**src/rtl/regfile_wr_arbiter_pkg.sv**
```systemverilog
// Shared register-file write types: widths and the write-back request record.
package regfile_wr_arbiter_pkg;

  localparam int REG_ID_W = 5;
  localparam int XLEN     = 32;
  localparam int ENTRY_W  = REG_ID_W + XLEN;

  typedef struct packed {
    logic                en;
    logic [REG_ID_W-1:0] rd_id;
    logic [XLEN-1:0]     data;
  } wb_req_t;

  typedef struct packed {
    logic [REG_ID_W-1:0] rd_id;
    logic [XLEN-1:0]     data;
  } lu_entry_t;

endpackage

```
**src/rtl/regfile_wr_arbiter_fifo.sv**
```systemverilog
// Small sync FIFO for long-latency results; exposes per-slot rd/valid so the
// parent can build a busy mask. Push is refused when full, even alongside a pop.
module regfile_wr_arbiter_fifo
  import regfile_wr_arbiter_pkg::*;
#(
  parameter int DEPTH = 2
) (
  input  logic                            clk,
  input  logic                            rst,
  input  logic                            push,
  input  lu_entry_t                       push_entry,
  input  logic                            pop,
  output logic                            full,
  output logic                            empty,
  output lu_entry_t                       head,
  output logic [DEPTH-1:0]                entry_vld,
  output logic [DEPTH-1:0][REG_ID_W-1:0]  entry_rd
);

  localparam int AW = $clog2(DEPTH);

  lu_entry_t     mem [DEPTH];
  logic [AW-1:0] rd_ptr;
  logic [AW-1:0] wr_ptr;
  logic [AW:0]   count;
  logic          do_push;
  logic          do_pop;

  assign full    = (count == (AW+1)'(DEPTH));
  assign empty   = (count == '0);
  assign do_push = push && !full;
  assign do_pop  = pop && !empty;
  assign head    = mem[rd_ptr];

  always_ff @(posedge clk or posedge rst) begin
    if (rst) begin
      rd_ptr <= '0;
      wr_ptr <= '0;
      count  <= '0;
    end else begin
      if (do_push) wr_ptr <= wr_ptr + 1'b1;
      if (do_pop)  rd_ptr <= rd_ptr + 1'b1;
      case ({do_push, do_pop})
        2'b10:   count <= count + 1'b1;
        2'b01:   count <= count - 1'b1;
        default: count <= count;
      endcase
    end
  end

  // Payload storage needs no reset; validity comes only from the pointers.
  always_ff @(posedge clk) begin
    if (do_push) mem[wr_ptr] <= push_entry;
  end

  always_comb begin
    logic [AW-1:0] off;
    entry_vld = '0;
    entry_rd  = '0;
    for (int i = 0; i < DEPTH; i++) begin
      off          = AW'(i) - rd_ptr;
      entry_vld[i] = ((AW+1)'(off) < count);
      entry_rd[i]  = mem[i].rd_id;
    end
  end

endmodule

```
**src/rtl/regfile_wr_arbiter.sv**
```systemverilog
// Arbitrates the single register-file write port between pipeline write-back
// and buffered long-latency results, enforcing WAW order and bounded starvation.
module regfile_wr_arbiter
  import regfile_wr_arbiter_pkg::*;
#(
  parameter int DEPTH    = 2,
  parameter int MAX_WAIT = 4
) (
  input  logic                clk,
  input  logic                rst,
  input  logic                pipe_wr_en_i,
  input  logic [REG_ID_W-1:0] pipe_rd_id_i,
  input  logic [XLEN-1:0]     pipe_wr_data_i,
  output logic                pipe_stall_o,
  input  logic                lu_valid_i,
  output logic                lu_ready_o,
  input  logic [REG_ID_W-1:0] lu_rd_id_i,
  input  logic [XLEN-1:0]     lu_wr_data_i,
  output logic [XLEN-1:0]     busy_mask_o,
  output logic                rf_wr_en_o,
  output logic [REG_ID_W-1:0] rf_wr_id_o,
  output logic [XLEN-1:0]     rf_wr_data_o
);

  localparam int WW = $clog2(MAX_WAIT + 1);
  localparam logic [WW-1:0] WAIT_LIMIT = WW'(MAX_WAIT);

  logic                            full;
  logic                            empty;
  logic                            pop;
  lu_entry_t                       head;
  lu_entry_t                       push_entry;
  logic [DEPTH-1:0]                entry_vld;
  logic [DEPTH-1:0][REG_ID_W-1:0]  entry_rd;
  logic [WW-1:0]                   wait_cnt;
  logic                            head_live;
  logic                            head_zero;
  logic                            pipe_valid;
  logic                            conflict;
  logic                            fifo_go;
  logic [XLEN-1:0]                 busy_mask;
  wb_req_t                         grant;

  assign push_entry = '{rd_id: lu_rd_id_i, data: lu_wr_data_i};

  regfile_wr_arbiter_fifo #(.DEPTH(DEPTH)) u_fifo (
    .clk        (clk),
    .rst        (rst),
    .push       (lu_valid_i && !rst),
    .push_entry (push_entry),
    .pop        (pop),
    .full       (full),
    .empty      (empty),
    .head       (head),
    .entry_vld  (entry_vld),
    .entry_rd   (entry_rd)
  );

  always_comb begin
    busy_mask = '0;
    for (int i = 0; i < DEPTH; i++) begin
      if (entry_vld[i]) busy_mask[entry_rd[i]] = 1'b1;
    end
    busy_mask[0] = 1'b0;
  end

  assign head_live  = !rst && !empty && (head.rd_id != '0);
  assign head_zero  = !rst && !empty && (head.rd_id == '0);
  assign pipe_valid = !rst && pipe_wr_en_i && (pipe_rd_id_i != '0);
  assign conflict   = pipe_valid && busy_mask[pipe_rd_id_i];
  assign fifo_go    = head_live && (!pipe_valid || conflict || wait_cnt == WAIT_LIMIT);
  // An rd=0 head is dropped in place so it never costs the pipeline a cycle.
  assign pop        = fifo_go || head_zero;

  always_comb begin
    grant        = '0;
    pipe_stall_o = 1'b0;
    if (fifo_go) begin
      grant        = '{en: 1'b1, rd_id: head.rd_id, data: head.data};
      pipe_stall_o = pipe_valid;
    end else if (pipe_valid) begin
      grant = '{en: 1'b1, rd_id: pipe_rd_id_i, data: pipe_wr_data_i};
    end
  end

  assign rf_wr_en_o   = grant.en;
  assign rf_wr_id_o   = grant.rd_id;
  assign rf_wr_data_o = grant.data;
  assign lu_ready_o   = !full;
  assign busy_mask_o  = busy_mask;

  always_ff @(posedge clk or posedge rst) begin
    if (rst) begin
      wait_cnt <= '0;
    end else if (pop) begin
      wait_cnt <= '0;
    end else if (head_live && !fifo_go && wait_cnt != WAIT_LIMIT) begin
      wait_cnt <= wait_cnt + 1'b1;
    end
  end

endmodule

```
**config.mk**
```make
export PLATFORM = sky130hd
export DESIGN_NAME = regfile_wr_arbiter
export DESIGN_NICKNAME = d
export VERILOG_FILES = /design/src/rtl/regfile_wr_arbiter_pkg.sv /design/src/rtl/regfile_wr_arbiter_fifo.sv /design/src/rtl/regfile_wr_arbiter.sv
export SDC_FILE = /design/constraint.sdc
export NUM_CORES = 1
export LEC_CHECK = 0
export CORE_MARGIN = 1
export CORE_UTILIZATION = 50
export DETAILED_ROUTE_END_ITERATION = 7
export GPL_TIMING_DRIVEN = 0
export PLACE_DENSITY_LB_ADDON = 0.2
export SLEW_MARGIN = 15
export SYNTH_ARGS = -nofsm -noshare
export SYNTH_HDL_FRONTEND = slang
export SYNTH_SLANG_ARGS = --single-unit
export TNS_END_PERCENT = 20
```
**constraint.sdc**
```tcl
create_clock -name clk -period 8.9 [get_ports clk]
set_input_delay 2.67 -clock clk [delete_from_list [all_inputs] [get_ports clk]]
set_output_delay 2.67 -clock clk [all_outputs]
set_load 0.01 [all_outputs]
```
==> summary.txt <==
Layout
  • Nets: 609
  • Filler Cell Count: 593
  • Layout cells sized above 1: 9.19%
  • ANT cells: 0
  • Post-layout instance count excluding filler cells: 638
  • Area growth syn-to-layout: 42.6%
  • Cell area after layout: 0.00631 mm^2
  • Post-Route Utilization: 75.3%

Synth
  • Cell Area, Synth: 0.00442 mm^2
  • Mapped Nets: 449
  • Number of distinct library cells after synthesis: 50
  • Avg Inst Size Synth: 12.0 um^2
  • Sequential element share of the synthesized area: 54.2%
  • Cells after Synth: 368
  • Number of flops mapped to enable cells by yosys: 74
  • Asr flop ratio synth: 8.64%
  • Ys Warns: 0
  • Post-synth top flop: edfxtp_1
  • Seq cells post-synth: 81

Timing
  • Final hold vios: 0
  • Fin crit period: 8710 ps
  • Final clock skew: 9.65 ps
  • Setup TNS: 0 ps
  • Unrepaired setup endpoints after global routing: no
  • Max Fclk: 115 MHz
  • Slew Limit Fails: 0
  • Final setup violation count: 0
  • Slew HR: 40.7%
  • Worst-margin pin slew: 889 ps
  • Crit share post-route: 97.9%
  • Fin worst setup slack: 185 ps

Route
  • Via density: 5.85
  • DRC: 0
  • WL per Instance: 19.0 um
  • DR pass1 iterations: 6
  • Routed Wire Length: 12.1 mm
  • Via count: 3,730
  • Routed Antenna Nets: 0
  • DRT iter0 DRCs: 261

Critical path
  • Worst reg2reg setup slack: 5600 ps
  • Setup crit end kind: output pin
  • Worst flop-to-flop path endpoint: u_fifo.count[1]
  • Crit-path max FO: 10
  • R2R depth: 12
  • Crit path launch type: primary input
  • Crit path required time: 6230 ps
  • Critical setup path kind: primary input to output pin
  • CP arrival: 6040 ps
  • R2R Path Start: u_fifo.count[0]

Min path
  • Hold_sp: wait_cnt[2]
  • Hold/Removal Path Class: register to register
  • Worst hold endpoint: wait_cnt[2]
  • Hold Path Depth: 1

Placement
  • Placed cells: 623
  • Dpl cell area: 0.00611 mm^2
  • Pre-CTS setup slack: 129 ps
  • Port Buffer Count: 148
  • HPWL after DPL: 8.98 mm
  • RePlAce Congestion: 0.956

Clocking
  • H-tree depth: 3
  • CTS tree: built
  • CTS max path bufs: 2
  • Clock transition at the registers of the reported paths: 80 ps
  • CTS buffer count: 9
  • Setup bufs post-CTS: 0
  • CTS root buf: clkbuf_8
  • Clk sinks: 81
  • Worst-Skew Late Latency: 340 ps

Die
  • Ports: 150
  • Die height: 96.1 um
  • Num rows: 33
  • Core area: 0.00838 mm^2
  • Initial core utilization: 52.8%
  • Die Footprint: 0.00923 mm^2
  • Die outline width: 96.1 um

Status
  • Outcome: complete, no violations

Power and ir drop
  • Sw Share: 34.2%
  • Combinational share of power: 45.0%
  • Sw power: 472 uW
  • Register share of total power: 36.1%
  • PwrDens: 219 mW/mm^2
  • LEAKAGE: 2.23 nW
  • Peak supply drop: 0.000139 V
  • Clock share of power: 19.0%
  • Internal power: 909 uW

Global route
  • Total GRT Usage: 27.0%
  • Aggregate global routing overflow: 0
  • Vias in the first global route: 3,776
  • Global-route wire length before repair: 18.5 mm
  • Largest net degree at the start of global routing: 23
  • Antenna violations before repair: 0

Job
  • Max-cap violations: 0
## cell type report
type                            instances  area [um^2]  area share (%)
Buffer                                 27          156            2.48
Clock buffer                           10          128            2.02
Clock inverter                          6         67.6            1.07
Inverter                                8         30.0           0.476
Multi-Input combinational cell        251         1860            29.5
Sequential cell                        81         2400            38.0
Tap cell                              105          131            2.08
Timing Repair Buffer                  150         1540            24.4
## worst max-delay path, stage by stage
cell	delay, ps
clkdlybuf4s50_1	460
nor2b_1	140
clkbuf_1	270
nand2_1	160
a2111o_1	370
o32a_1	290
a22o_1	260
o21a_1	200
buf_2	150
buf_6	160
buf_6	170
mux2i_1	190
clkdlybuf4s50_1	570
## layer usage
metal | wire [um] | up-vias | track usage, % | share of wire [%]
li1 | - | 1721 | - | -
met1 | 4470 | 1762 | 30.8 | 37
met2 | 6220 | 212 | 47.5 | 51
met3 | 1100 | 35 | 6.64 | 9.1
met4 | 312 | 0 | 12.2 | 2.6
met5 | 0 | - | 0 | 0
## timing repair
action	4_1_cts	5_1_grt
setup endpoints to repair	0	25
hold endpoints to repair	0	0
hold buffers	0	0
gates resized for setup	0	5
## flip-flops by register name, indices dropped and copies added (netlist names)
signal         cells
u_fifo.wr_ptr      1
u_fifo.mem        74
u_fifo.rd_ptr      1
u_fifo.count       2
wait_cnt           3
## stage by stage
step / power (mW) / hold WS (ps)
floorplan: 0.871 / 468
finish: 1.38 / 510
detailed placement: 1.12 / 495
CTS: 1.39 / 514
global route: 1.45 / 558
global placement: 1.10 / 482
## cell families after synthesis
| group | after synthesis | synth area share, % |
|---|---|---|
| compound gates | 72 | 12.3 |
| buf+inv | 36 | 4.27 |
| flops | 81 | 54.2 |
| xor+xnor | 5 | 0.990 |
| simple gates | 98 | 11.1 |
| fa+ha+maj | 3 | 0.849 |
| other cells | 1 | 0.0848 |
| mux | 72 | 16.3 |
## power groups by stage
stage	Sequential, mW	Combinational (mW)	Clock [mW]
after floorplan	0.502	0.370	0
after global routing	0.502	0.664	0.280
final	0.498	0.621	0.262
after CTS	0.498	0.623	0.264
after detailed placement	0.506	0.617	0
after global placement	0.505	0.592	0
## layout by cell type, fill, tap and decap left out, types with 3 or more instances in the layout
cell and instances:
clkdlybuf4s50_1 148, edfxtp_1 74, mux2i_1 72, nand2_1 47, o22ai_1 34, nor2_1 12, clkbuf_1 12, clkbuf_8 9
inv_1 8, a221oi_1 8, nand3b_1 7, dfrtp_1 7, a22oi_1 6, buf_2 4, nand3_1 4, buf_4 4
buf_6 4, nor2b_1 4, clkbuf_2 4, xnor2_1 4, nor2_4 3, o21a_1 3, or3_1 3, o21ai_0 3
ha_1 3
## how the worst max path moves through the flow
stage | from | to | slack (ps) | cells past startpoint
after floorplan | pipe_wr_en_i | rf_wr_data_o[11] | 1500 | 11
after global placement | pipe_rd_id_i[0] | rf_wr_data_o[14] | 180 | 12
after detailed placement | pipe_rd_id_i[0] | rf_wr_data_o[13] | 130 | 12
after CTS | pipe_rd_id_i[0] | rf_wr_data_o[13] | 70 | 12
after global routing | pipe_wr_en_i | rf_wr_data_o[13] | 30 | 13
final | pipe_wr_en_i | rf_wr_data_o[13] | 190 | 13
## cell usage after synthesis (6+ instances only)
| library cell | n | area share (%) |
|---|---|---|
| inv_1 | 8 | 0.68 |
| mux2i_1 | 72 | 16 |
| clkbuf_1 | 13 | 1.1 |
| edfxtp_1 | 74 | 50 |
| a221oi_1 | 8 | 1.6 |
| dfrtp_1 | 7 | 4.0 |
| o22ai_1 | 34 | 4.8 |
| a22oi_1 | 6 | 1.0 |
| nand2_1 | 47 | 4.0 |
| nand3b_1 | 7 | 1.2 |
| nor2_1 | 16 | 1.4 |
No activity file was read; power rests on OpenSTA's default activity.
